### src/rtl/instr_fetch_unit_pkg.sv
// Shared constants for the instruction fetch unit.
//   ADDR_W_DEF   : default PC / word-address width
//   RESET_PC_DEF : default fetch address after reset
//   INSTR_W      : instruction word width
package instr_fetch_unit_pkg;
  localparam int ADDR_W_DEF   = 32;
  localparam int RESET_PC_DEF = 0;
  localparam int INSTR_W      = 32;
endpackage

### src/rtl/instr_fetch_unit_fetch_queue.sv
// Fetch queue: synchronous FIFO of DEPTH x (instr, pc).
//   clk/rst       : clock, async active-high reset
//   push_i        : enqueue instr_i/pc_i at the clock edge
//   pop_i         : dequeue head (caller guarantees non-empty)
//   flush_i       : empty the queue; wins over push
//   occ_o         : current occupancy
//   head_*_o      : head entry, valid when head_vld_o
module fetch_queue
  import instr_fetch_unit_pkg::*;
#(
  parameter int ADDR_W = ADDR_W_DEF,
  parameter int DEPTH  = 2,
  parameter int CW     = $clog2(DEPTH + 1)
) (
  input  logic              clk,
  input  logic              rst,
  input  logic              push_i,
  input  logic              pop_i,
  input  logic              flush_i,
  input  logic [INSTR_W-1:0] instr_i,
  input  logic [ADDR_W-1:0] pc_i,
  output logic [CW-1:0]     occ_o,
  output logic              head_vld_o,
  output logic [INSTR_W-1:0] head_instr_o,
  output logic [ADDR_W-1:0] head_pc_o
);
  localparam int PW = (DEPTH > 1) ? $clog2(DEPTH) : 1;

  logic [DEPTH-1:0][INSTR_W-1:0] instr_q;
  logic [DEPTH-1:0][ADDR_W-1:0]  pc_q;
  logic [PW-1:0] rd_q, wr_q;
  logic [CW-1:0] occ_q;

  function automatic logic [PW-1:0] nxt(input logic [PW-1:0] p);
    return (p == PW'(DEPTH - 1)) ? '0 : p + 1'b1;
  endfunction

  always_ff @(posedge clk or posedge rst) begin
    if (rst) begin
      instr_q <= '0;
      pc_q    <= '0;
      rd_q    <= '0;
      wr_q    <= '0;
      occ_q   <= '0;
    end else if (flush_i) begin
      // Pointers rewind; stale payload stays but is never visible as valid.
      rd_q  <= '0;
      wr_q  <= '0;
      occ_q <= '0;
    end else begin
      if (push_i) begin
        instr_q[wr_q] <= instr_i;
        pc_q[wr_q]    <= pc_i;
        wr_q          <= nxt(wr_q);
      end
      if (pop_i) rd_q <= nxt(rd_q);
      // Push+pop on a full queue keeps the count; order is kept by the pointers.
      occ_q <= occ_q + CW'(push_i) - CW'(pop_i);
    end
  end

  assign occ_o        = occ_q;
  assign head_vld_o   = (occ_q != '0);
  assign head_instr_o = instr_q[rd_q];
  assign head_pc_o    = pc_q[rd_q];
endmodule

### src/rtl/instr_fetch_unit.sv
// Instruction fetch unit: issues word reads to a 1-cycle synchronous imem,
// queues returned words with their PC, hands them out valid/ready, and
// flushes/restarts on redirect.
//   clk, rst              : clock, async active-high reset
//   imem_req/imem_addr    : read request and word address (= fetch PC)
//   imem_data             : read data, valid the cycle after imem_req
//   redirect/redirect_pc  : flush and restart fetch at redirect_pc
//   instr/instr_pc/instr_valid/instr_ready : core-side handshake
module instr_fetch_unit
  import instr_fetch_unit_pkg::*;
#(
  parameter int ADDR_W   = ADDR_W_DEF,
  parameter int DEPTH    = 2,
  parameter int RESET_PC = RESET_PC_DEF
) (
  input  logic              clk,
  input  logic              rst,
  output logic              imem_req,
  output logic [ADDR_W-1:0] imem_addr,
  input  logic [INSTR_W-1:0] imem_data,
  input  logic              redirect,
  input  logic [ADDR_W-1:0] redirect_pc,
  output logic [INSTR_W-1:0] instr,
  output logic [ADDR_W-1:0] instr_pc,
  output logic              instr_valid,
  input  logic              instr_ready
);
  localparam int CW = $clog2(DEPTH + 1);

  logic [ADDR_W-1:0] fetch_pc_q, fetch_pc_d;
  logic [ADDR_W-1:0] req_pc_q, req_pc_d;
  logic              inflight_q, inflight_d;
  logic [CW-1:0]     occ;
  logic              pop, push;
  logic [CW:0]       credit_use;

  assign pop  = instr_valid && instr_ready;
  // A response landing in a redirect cycle belongs to the old path.
  assign push = inflight_q && !redirect;

  // Queued + in-flight, less what leaves this cycle; pop implies occ >= 1 so
  // this never underflows. Redirect already blocks the request, so pops in a
  // redirect cycle cannot earn credit.
  assign credit_use = (CW + 1)'(occ) + (CW + 1)'(inflight_q) - (CW + 1)'(pop);
  assign imem_req   = !rst && !redirect && (credit_use < (CW + 1)'(DEPTH));
  assign imem_addr  = fetch_pc_q;

  always_comb begin
    fetch_pc_d = fetch_pc_q;
    req_pc_d   = req_pc_q;
    inflight_d = imem_req;
    if (imem_req) begin
      req_pc_d   = fetch_pc_q;
      fetch_pc_d = fetch_pc_q + 1'b1;  // wraps modulo 2^ADDR_W
    end
    if (redirect) fetch_pc_d = redirect_pc;
  end

  always_ff @(posedge clk or posedge rst) begin
    if (rst) begin
      fetch_pc_q <= ADDR_W'(RESET_PC);
      req_pc_q   <= '0;
      inflight_q <= 1'b0;
    end else begin
      fetch_pc_q <= fetch_pc_d;
      req_pc_q   <= req_pc_d;
      inflight_q <= inflight_d;
    end
  end

  fetch_queue #(.ADDR_W(ADDR_W), .DEPTH(DEPTH), .CW(CW)) u_fq (
    .clk          (clk),
    .rst          (rst),
    .push_i       (push),
    .pop_i        (pop),
    .flush_i      (redirect),
    .instr_i      (imem_data),
    .pc_i         (req_pc_q),
    .occ_o        (occ),
    .head_vld_o   (instr_valid),
    .head_instr_o (instr),
    .head_pc_o    (instr_pc)
  );
endmodule

### config.mk
export PLATFORM = sky130hd
export DESIGN_NAME = instr_fetch_unit
export DESIGN_NICKNAME = d
export VERILOG_FILES = /design/src/rtl/instr_fetch_unit_pkg.sv /design/src/rtl/instr_fetch_unit_fetch_queue.sv /design/src/rtl/instr_fetch_unit.sv
export SDC_FILE = /design/constraint.sdc
export NUM_CORES = 1
export LEC_CHECK = 0
export BUFFER_PORTS_ARGS = -buffer_cell sky130_fd_sc_hd__buf_4
export CORE_MARGIN = 10
export CORE_UTILIZATION = 56
export CTS_CLUSTER_SIZE = 20
export DETAILED_ROUTE_END_ITERATION = 10
export GPL_ROUTABILITY_DRIVEN = 1
export PLACE_DENSITY = 0.81
export SYNTH_ARGS = -nofsm -noshare
export SYNTH_HDL_FRONTEND = slang
export SYNTH_SLANG_ARGS = --single-unit
### constraint.sdc
create_clock -name clk -period 7.1 [get_ports clk]
set_input_delay 1.065 -clock clk [delete_from_list [all_inputs] [get_ports clk]]
set_output_delay 1.065 -clock clk [all_outputs]
set_load 0.005 [all_outputs]
After elaboration in Yosys (flattened, before gate mapping). Index checks and enable logic that the tools add are counted.

$add $sub $neg: 7. Order comparisons: 4. Multiplexer cells: 17. Bitwise operators: 1. Reductions and logical operators: 12.

Operator list (count): 32-bit two-way mux (7); 64-bit bitwise mux (2); 32-bit by 1-bit adder with 32-bit output, second input constant (1); 32-bit demux with 1-bit select (1); 2-bit nonzero test (4); 1-bit two-way mux (6); 1-bit logical AND (5); 1-bit by 2-bit less-than comparator with 1-bit output, second input constant (2); 2-bit by 1-bit adder with 3-bit output (1); 3-bit by 2-bit less-than comparator with 1-bit output, second input constant (1); 3-bit by 1-bit subtractor with 3-bit output (1); 1-bit adder, second input constant (2); 2-bit by 1-bit adder with 2-bit output (1); 1-bit logical NOT (2); 2-bit two-way mux (1); 2-bit AND reduction (1); 2-bit by 1-bit subtractor with 2-bit output (1); 1-bit >= comparator, second input constant (1); 1-bit inverter (1).

Flip-flop bits (word level): 197. Input port bits: 68. Output and inout bits: 98. Word-level logic and storage cells: 51.

Depth between registers and ports, before layout. Gate-level depths: netlist of run 1.

Depth in word-level cells: 7. Depth in mapped cells: 13. Depth with buffers taken out: 12.

Cells and area by module. Synthesis of run 1 repeated with hierarchy kept, for this count alone.

Cells, all modules: 725. Area total of the unflattened synthesis: 9318.9 µm².

By module, submodules not included: fetch_queue (times used 1, cells each 360, area an instance 6058.3 µm², sequential area each 3303.2 µm²); instr_fetch_unit (times used 1, cells each 365, area an instance 3260.6 µm², sequential area each 1626.6 µm²).

Worst setup path after synthesis of run 1. Ideal clock, no wire load.

Path kind: input-to-reg. Start point: in rst. End point: reg fetch_pc_q[0], in the netlist imem_addr[0]. Setup time: 0.083 ns. Arrival time: 6.197 ns. Data required time: 7.017 ns. Slack: 0.820 ns. Stages on the path: 4. Path buffers: 0. Cell sequence: inv_1 nand3_1 xor2_1 o21ai_0.

Cells in the longest elaborated chain, start to end: 4.

Ends and longest elaborated chain: start, declared (RTL line instr_fetch_unit.sv:17) `input logic rst,`; 1-bit logical NOT (no source line); 1-bit logical AND (2 in series) (RTL line instr_fetch_unit.sv:45) `assign imem_req = !rst && !redirect && (credit_use < (CW + 1)'(DEPTH));`; 2-bit nonzero test (no source line); end signal, assigned (RTL line instr_fetch_unit.sv:61) `fetch_pc_q <= ADDR_W'(RESET_PC);`; end signal, assigned (RTL line instr_fetch_unit.sv:65) `fetch_pc_q <= fetch_pc_d;`; end, declared (RTL line instr_fetch_unit.sv:30) `logic [ADDR_W-1:0] fetch_pc_q, fetch_pc_d;`.

Every way passes these cells. A chain may end at the register's enable or synchronous reset.

Worst setup path in the final report of run 1.
Start point: in instr_ready. End point: out imem_req.

Cells in the longest elaborated chain, start to end: 4.

Ends and longest elaborated chain: start, declared (RTL line instr_fetch_unit.sv:26) `input logic instr_ready`; 1-bit logical AND (RTL line instr_fetch_unit.sv:37) `assign pop = instr_valid && instr_ready;`; 3-bit by 1-bit subtractor with 3-bit output (RTL line instr_fetch_unit.sv:44) `assign credit_use = (CW + 1)'(occ) + (CW + 1)'(inflight_q) - (CW + 1)'(pop);`; 3-bit by 2-bit less-than comparator with 1-bit output (RTL line instr_fetch_unit.sv:45); 1-bit logical AND (RTL line instr_fetch_unit.sv:45); end, declared (RTL line instr_fetch_unit.sv:18) `output logic imem_req,`.

Every way passes these cells.

==> results of run 1 <==
==> placed cells by master (no fill, tap or decap), drive strengths merged, types with 5 or more instances in the layout <==
cell      n
mux2    225
dfrtp   197
buf     169
nand2    39
o21ai    27
xor2     23
clkbuf   19
nand4    18
nand3    11
inv       8
xnor2     7
nor2      7
bufinv    6
clkinv    6
and2      5
and3      5
==> layout make-up <==
cell class | count | area (um2) | area share
Clock inverter | 13 | 226 | 0.0208
Clock buffer | 19 | 453 | 0.0417
Sequential cell | 197 | 4930 | 0.454
Inverter | 7 | 33.8 | 0.00311
Tap cell | 211 | 264 | 0.0243
Multi-Input combinational cell | 401 | 3690 | 0.339
Timing Repair Buffer | 169 | 1270 | 0.117
==> cells by family after synthesis <==
kind of cell	synth area share
compound gates	0.0216
simple gates	0.0683
fa+ha+maj	0.00800
flops	0.563
mux	0.291
buf+inv	0.0184
xor+xnor	0.0300
==> registers in the layout (all words and copies together), names as in the netlist <==
signal,cells
inflight_q,1
imem_addr,32
u_fq.occ_o,2
u_fq.pc_q,64
req_pc_q,32
u_fq.rd_q,1
u_fq.instr_q,64
u_fq.wr_q,1
==> final timing paths <==
path | from | to | slack [ps] | cells after the start
worst max-delay path | instr_ready | imem_req | 3190 | 9
worst min-delay path | u_fq.instr_q[53] | u_fq.instr_q[53] | 500 | 1
worst max register to register | u_fq.occ_o[1] | imem_addr[29] | 3540 | 12
worst min register to register | u_fq.instr_q[53] | u_fq.instr_q[53] | 500 | 1
max in group asynchronous | rst | u_fq.pc_q[17] | 4700 | 3
min in group asynchronous | rst | imem_addr[12] | 780 | 2
==> routing by layer <==
metal | global-route usage | wire [um] | part of all wire | up-vias
li1 | - | - | - | 2576
met2 | 0.306 | 9580 | 0.48 | 144
met5 | 0 | 0 | 0 | -
met1 | 0.242 | 9090 | 0.45 | 2879
met3 | 0.0540 | 1160 | 0.058 | 20
met4 | 0.0562 | 235 | 0.012 | 0
==> power by group through the flow <==
stage | logic [uW] | registers (uW) | clock network [uW]
detailed placement | 1650 | 1860 | 0
CTS | 1660 | 1840 | 1110
global route | 1770 | 1900 | 1160
global placement | 1610 | 1810 | 0
finish | 1630 | 1840 | 1090
floorplan | 1020 | 1760 | 0
==> stage by stage <==
stage               cells  total power (uW)
floorplan             638              2780
global placement      985              3420
detailed placement    985              3510
CTS                  1017              4610
global route         1017              4830
finish               1017              4560
==> worst max-delay path, cell delays in order <==
cell and delay (ps):
buf_4 110, and2_1 150, ha_1 270, inv_1 70, nand2_1 70, fa_1 530
nand2b_1 110, nor3_2 280, buf_4 170
==> flow_summary.json, run 1 <==
{
  "synth_area_leader_cell": "dfrtp_1",
  "rsz0062_at_grt": "no",
  "max_cap_violations": 0,
  "clock_latency_ps": 430,
  "synth_edf_count": 0,
  "ctsHtreeMaxLevel": 4,
  "ir_drop_mv": 0.224,
  "synth_area_leaders": "dfrtp_1 (56%), mux2_2 (29%), xor2_1 (2.3%)",
  "synth.yosys.seq_area_share": 0.563,
  "pin_count": 166,
  "async_flop_share": 1.00,
  "status": "finished, final reports clean",
  "chipWidth_um": 145,
  "rows": 45,
  "relSlewSlack": 0.258,
  "maxClockFrequency_ghz": 0.256,
  "crit_fanout": 3,
  "finalSetupTns_ps": 0,
  "required_ps": 6030,
  "whs_ps": 503,
  "fin_ws_ps": 3190,
  "setup_viol": 0,
  "io_buffers": 165,
  "start_util": 0.574,
  "period_needed_ps": 3910,
  "yosysWarningCount": 0,
  "p_per_area_nw_per_um2": 420,
  "final_layout_size_suffix_gt1_frac": 0.542,
  "design_area_um2": 10900,
  "grt_pass1_vias": 6086,
  "ys_types": 37,
  "antenna_found_initial": 0,
  "vias_per_cell": 5.53,
  "fin_crit_sh": 0.551,
  "placed_area_um2": 10200,
  "max_slew.worst_pin.slew_ps": 1110,
  "dieArea_um2": 21000,
  "post-route-util": 0.712,
  "holdBufCountCts": 0,
  "grt_max_degree": 109,
  "gp_congestion": 0.798,
  "n_antenna_cell": 0,
  "switching_power_uw": 1310,
  "clock_path_buffers": 2,
  "grt_remaining_overflow": 0,
  "die-height_um": 145,
  "critPathCaptureType": "primary output",
  "clock_skew_ps": 8.55,
  "pwr-share-seq": 0.404,
  "power_frac_comb": 0.357,
  "p_leak_uw": 0.00508,
  "drtAntennaViolNets": 0,
  "p_int_uw": 3260,
  "syn2layout_area_growth_pct": 24.1,
  "synth-seq-cells": 197,
  "cts_made_buffers": 17,
  "crit_type": "input port to primary output",
  "routed_wl_mm": 20.1,
  "clock_sinks": 197,
  "vias": 5619,
  "synth_top_area_share": 0.563,
  "fillCellCount": 1044,
  "clkPwrFrac": 0.239,
  "fin_nets": 866,
  "syn_area_per_cell_um2": 13.7,
  "cts-root-buf": "clkbuf_16",
  "hp-class": "flop to flop",
  "syn_area_um2": 8750,
  "arrival_ps": 2850,
  "synth_ff_type": "dfrtp_1",
  "grt_pass1_wl_mm": 32.5,
  "hold_violations": 0,
  "slew_violations": 0,
  "syn_nets": 711,
  "first_pass_iters": 4,
  "cts_resized": 0,
  "post-cts-setup-buffers": 0,
  "critPathLaunchType": "input port",
  "place_hpwl_mm": 13.5,
  "cts_tree": "built",
  "synthCells": 638,
  "place_ws_ps": 3030,
  "synthTopCellsByCount": "mux2_2 (225), dfrtp_1 (197), nand2_1 (39)",
  "grtUsageTotal": 0.189,
  "swShare": 0.287,
  "core-area_um2": 15300,
  "drc_errors": 0,
  "wl_per_cell_um": 19.7,
  "yosysMostFrequentCell": "mux2_2",
  "clkTransAtPathRegs_ps": 60,
  "first_iter_violations": 282
}
Note: power is estimated with default switching activity, not from simulation.
==> run 2, diff against run 1 <==
clock period = 3.8 ns   (was 7.1 ns; I/O delays follow)
==> run 2 against run 1 <==
Die area did not move. Setup slack got worse by 2900 ps. Utilization rose by 0.11 points. Cell area rose by 0.16%. Clock power rose by 75%. Clock-buffer cell count rose by 1. Non-clock buffer count rose by 5. Critical endpoint unchanged. Largest power group unchanged.
==> flow_summary.json, run 2 (synthesized netlist as in run 1, its figures left out) <==
{
  "status": "finished, final reports clean",
  "io_buffers": 165,
  "p_leak_uw": 0.00507,
  "start_util": 0.574,
  "p_per_area_nw_per_um2": 775,
  "pin_count": 166,
  "fin_crit_sh": 0.929,
  "crit_fanout": 23,
  "regArea_um2": 4930,
  "cts-root-buf": "clkbuf_16",
  "clock_skew_ps": 7.72,
  "syn2layout_area_growth_pct": 24.3,
  "clkTransAtPathRegs_ps": 70,
  "slew_violations": 0,
  "holdBufCountCts": 0,
  "required_ps": 3230,
  "cts_resized": 0,
  "first_pass_iters": 7,
  "placed_area_um2": 10200,
  "grt_pass1_vias": 6249,
  "hold_violations": 0,
  "max_cap_violations": 0,
  "grtUsageTotal": 0.193,
  "ir_drop_mv": 0.379,
  "multi_input_area_um2": 3690,
  "period_needed_ps": 3530,
  "hp-class": "input port to async pin",
  "clock_latency_ps": 430,
  "cts_tree": "built",
  "p_int_uw": 5980,
  "switching_power_uw": 2460,
  "cts_made_buffers": 17,
  "cpPeakStageDelay_ps": 520,
  "dieArea_um2": 21000,
  "first_iter_violations": 258,
  "pwr-share-seq": 0.413,
  "rows": 45,
  "worst_path_max_delay_cell": "fa_1",
  "final_cell_mix": "mux2_2 (225), dfrtp_1 (196), buf_4 (171), nand2_1 (38), o21ai_0 (24)",
  "antenna_found_initial": 0,
  "crit_family": "adder cells",
  "critPathLaunchType": "flop",
  "swShare": 0.291,
  "setup_viol": 0,
  "fillCellCount": 1031,
  "wl_per_cell_um": 19.8,
  "post-cts-setup-buffers": 0,
  "chipWidth_um": 145,
  "relSlewSlack": 0.362,
  "place_hpwl_mm": 14.1,
  "n_antenna_cell": 0,
  "power_frac_comb": 0.361,
  "cp.buffers_inverters": 4,
  "drtAntennaViolNets": 0,
  "maxClockFrequency_ghz": 0.283,
  "design_area_um2": 10900,
  "vias_per_cell": 5.52,
  "routed-wl-met3_mm": 1.50,
  "clkPwrFrac": 0.226,
  "max_slew.worst_pin.slew_ps": 956,
  "arrival_ps": 2960,
  "wl_met2_mm": 9.76,
  "drc_errors": 0,
  "gp_congestion": 0.800,
  "grt_max_degree": 105,
  "met1_length_mm": 8.64,
  "clock_path_buffers": 2,
  "routed_wl_mm": 20.2,
  "core-area_um2": 15300,
  "ctsHtreeMaxLevel": 4,
  "path_cells": "inv_1 > nand2_1 > and2_1 > ha_1 > inv_1 > nand2_1 > fa_1 > nand2b_1 > nor3_2 > buf_6 > buf_4",
  "vias": 5637,
  "grt_remaining_overflow": 0,
  "totalPowerFinal_uw": 8440,
  "final_common_cell": "mux2_2",
  "die-height_um": 145,
  "final_layout_size_suffix_gt1_frac": 0.544,
  "critPathCaptureType": "primary output",
  "highest_layer": "met4",
  "fin_nets": 871,
  "rsz0062_at_grt": "no",
  "reg_top3": "u_fq.instr_q x64, u_fq.pc_q x64",
  "grt_pass1_wl_mm": 33.1,
  "crit_type": "flop to primary output",
  "clock_sinks": 197
}
-- run 2: changes by cell type in the layout (fill, tap and decap cells not counted), sizes merged --
cell and change:
buf +5, bufinv -2, clkbuf +1, clkinv -2, clkinvlp +5, inv -2
-- run 2: worst paths after layout --
check / cells after the start / end / from / slack [ps]
min reg2reg: 1 / u_fq.instr_q[45] / u_fq.instr_q[45] / 500
min: 2 / u_fq.occ_o[1] / rst / 220
max in group asynchronous: 3 / u_fq.rd_q / rst / 2630
min in group clk: 3 / imem_addr[16] / redirect_pc[16] / 350
max reg2reg: 12 / imem_addr[31] / u_fq.occ_o[1] / 520
max: 11 / imem_req / u_fq.occ_o[1] / 270
-- run 2: final cells by class --
type | count | area share
flip-flops and latches | 197 | 0.453
multi-input cells | 401 | 0.339
repair buffers | 174 | 0.123
clock buffers | 20 | 0.0420
well taps | 211 | 0.0243
clock inverters | 12 | 0.0163
inverters | 7 | 0.00276
-- run 2: through the flow --
stage,utilization,hold WS [ps],setup TNS [ps],setup WS [ps],instances
CTS,0.713,215,0,165,1022
finish,0.713,216,0,269,1022
floorplan,-,474,-916,-484,638
global route,0.713,244,0,22.9,1022
detailed placement,0.671,487,0,527,990
global placement,0.671,481,0,569,990
-- run 2: power by group through the flow --
stage / clock (uW) / combinational (uW) / sequential (uW)
after floorplan: 0 / 1910 / 3290
after global placement: 0 / 2990 / 3420
after detailed placement: 0 / 3080 / 3510
after CTS: 1940 / 3110 / 3480
after global routing: 2020 / 3340 / 3590
final: 1910 / 3050 / 3480
-- run 2: routing by layer --
layer,GRT usage,vias up
met5,0,-
met2,0.311,174
met3,0.0593,29
met4,0.0638,0
met1,0.242,2850
li1,-,2584
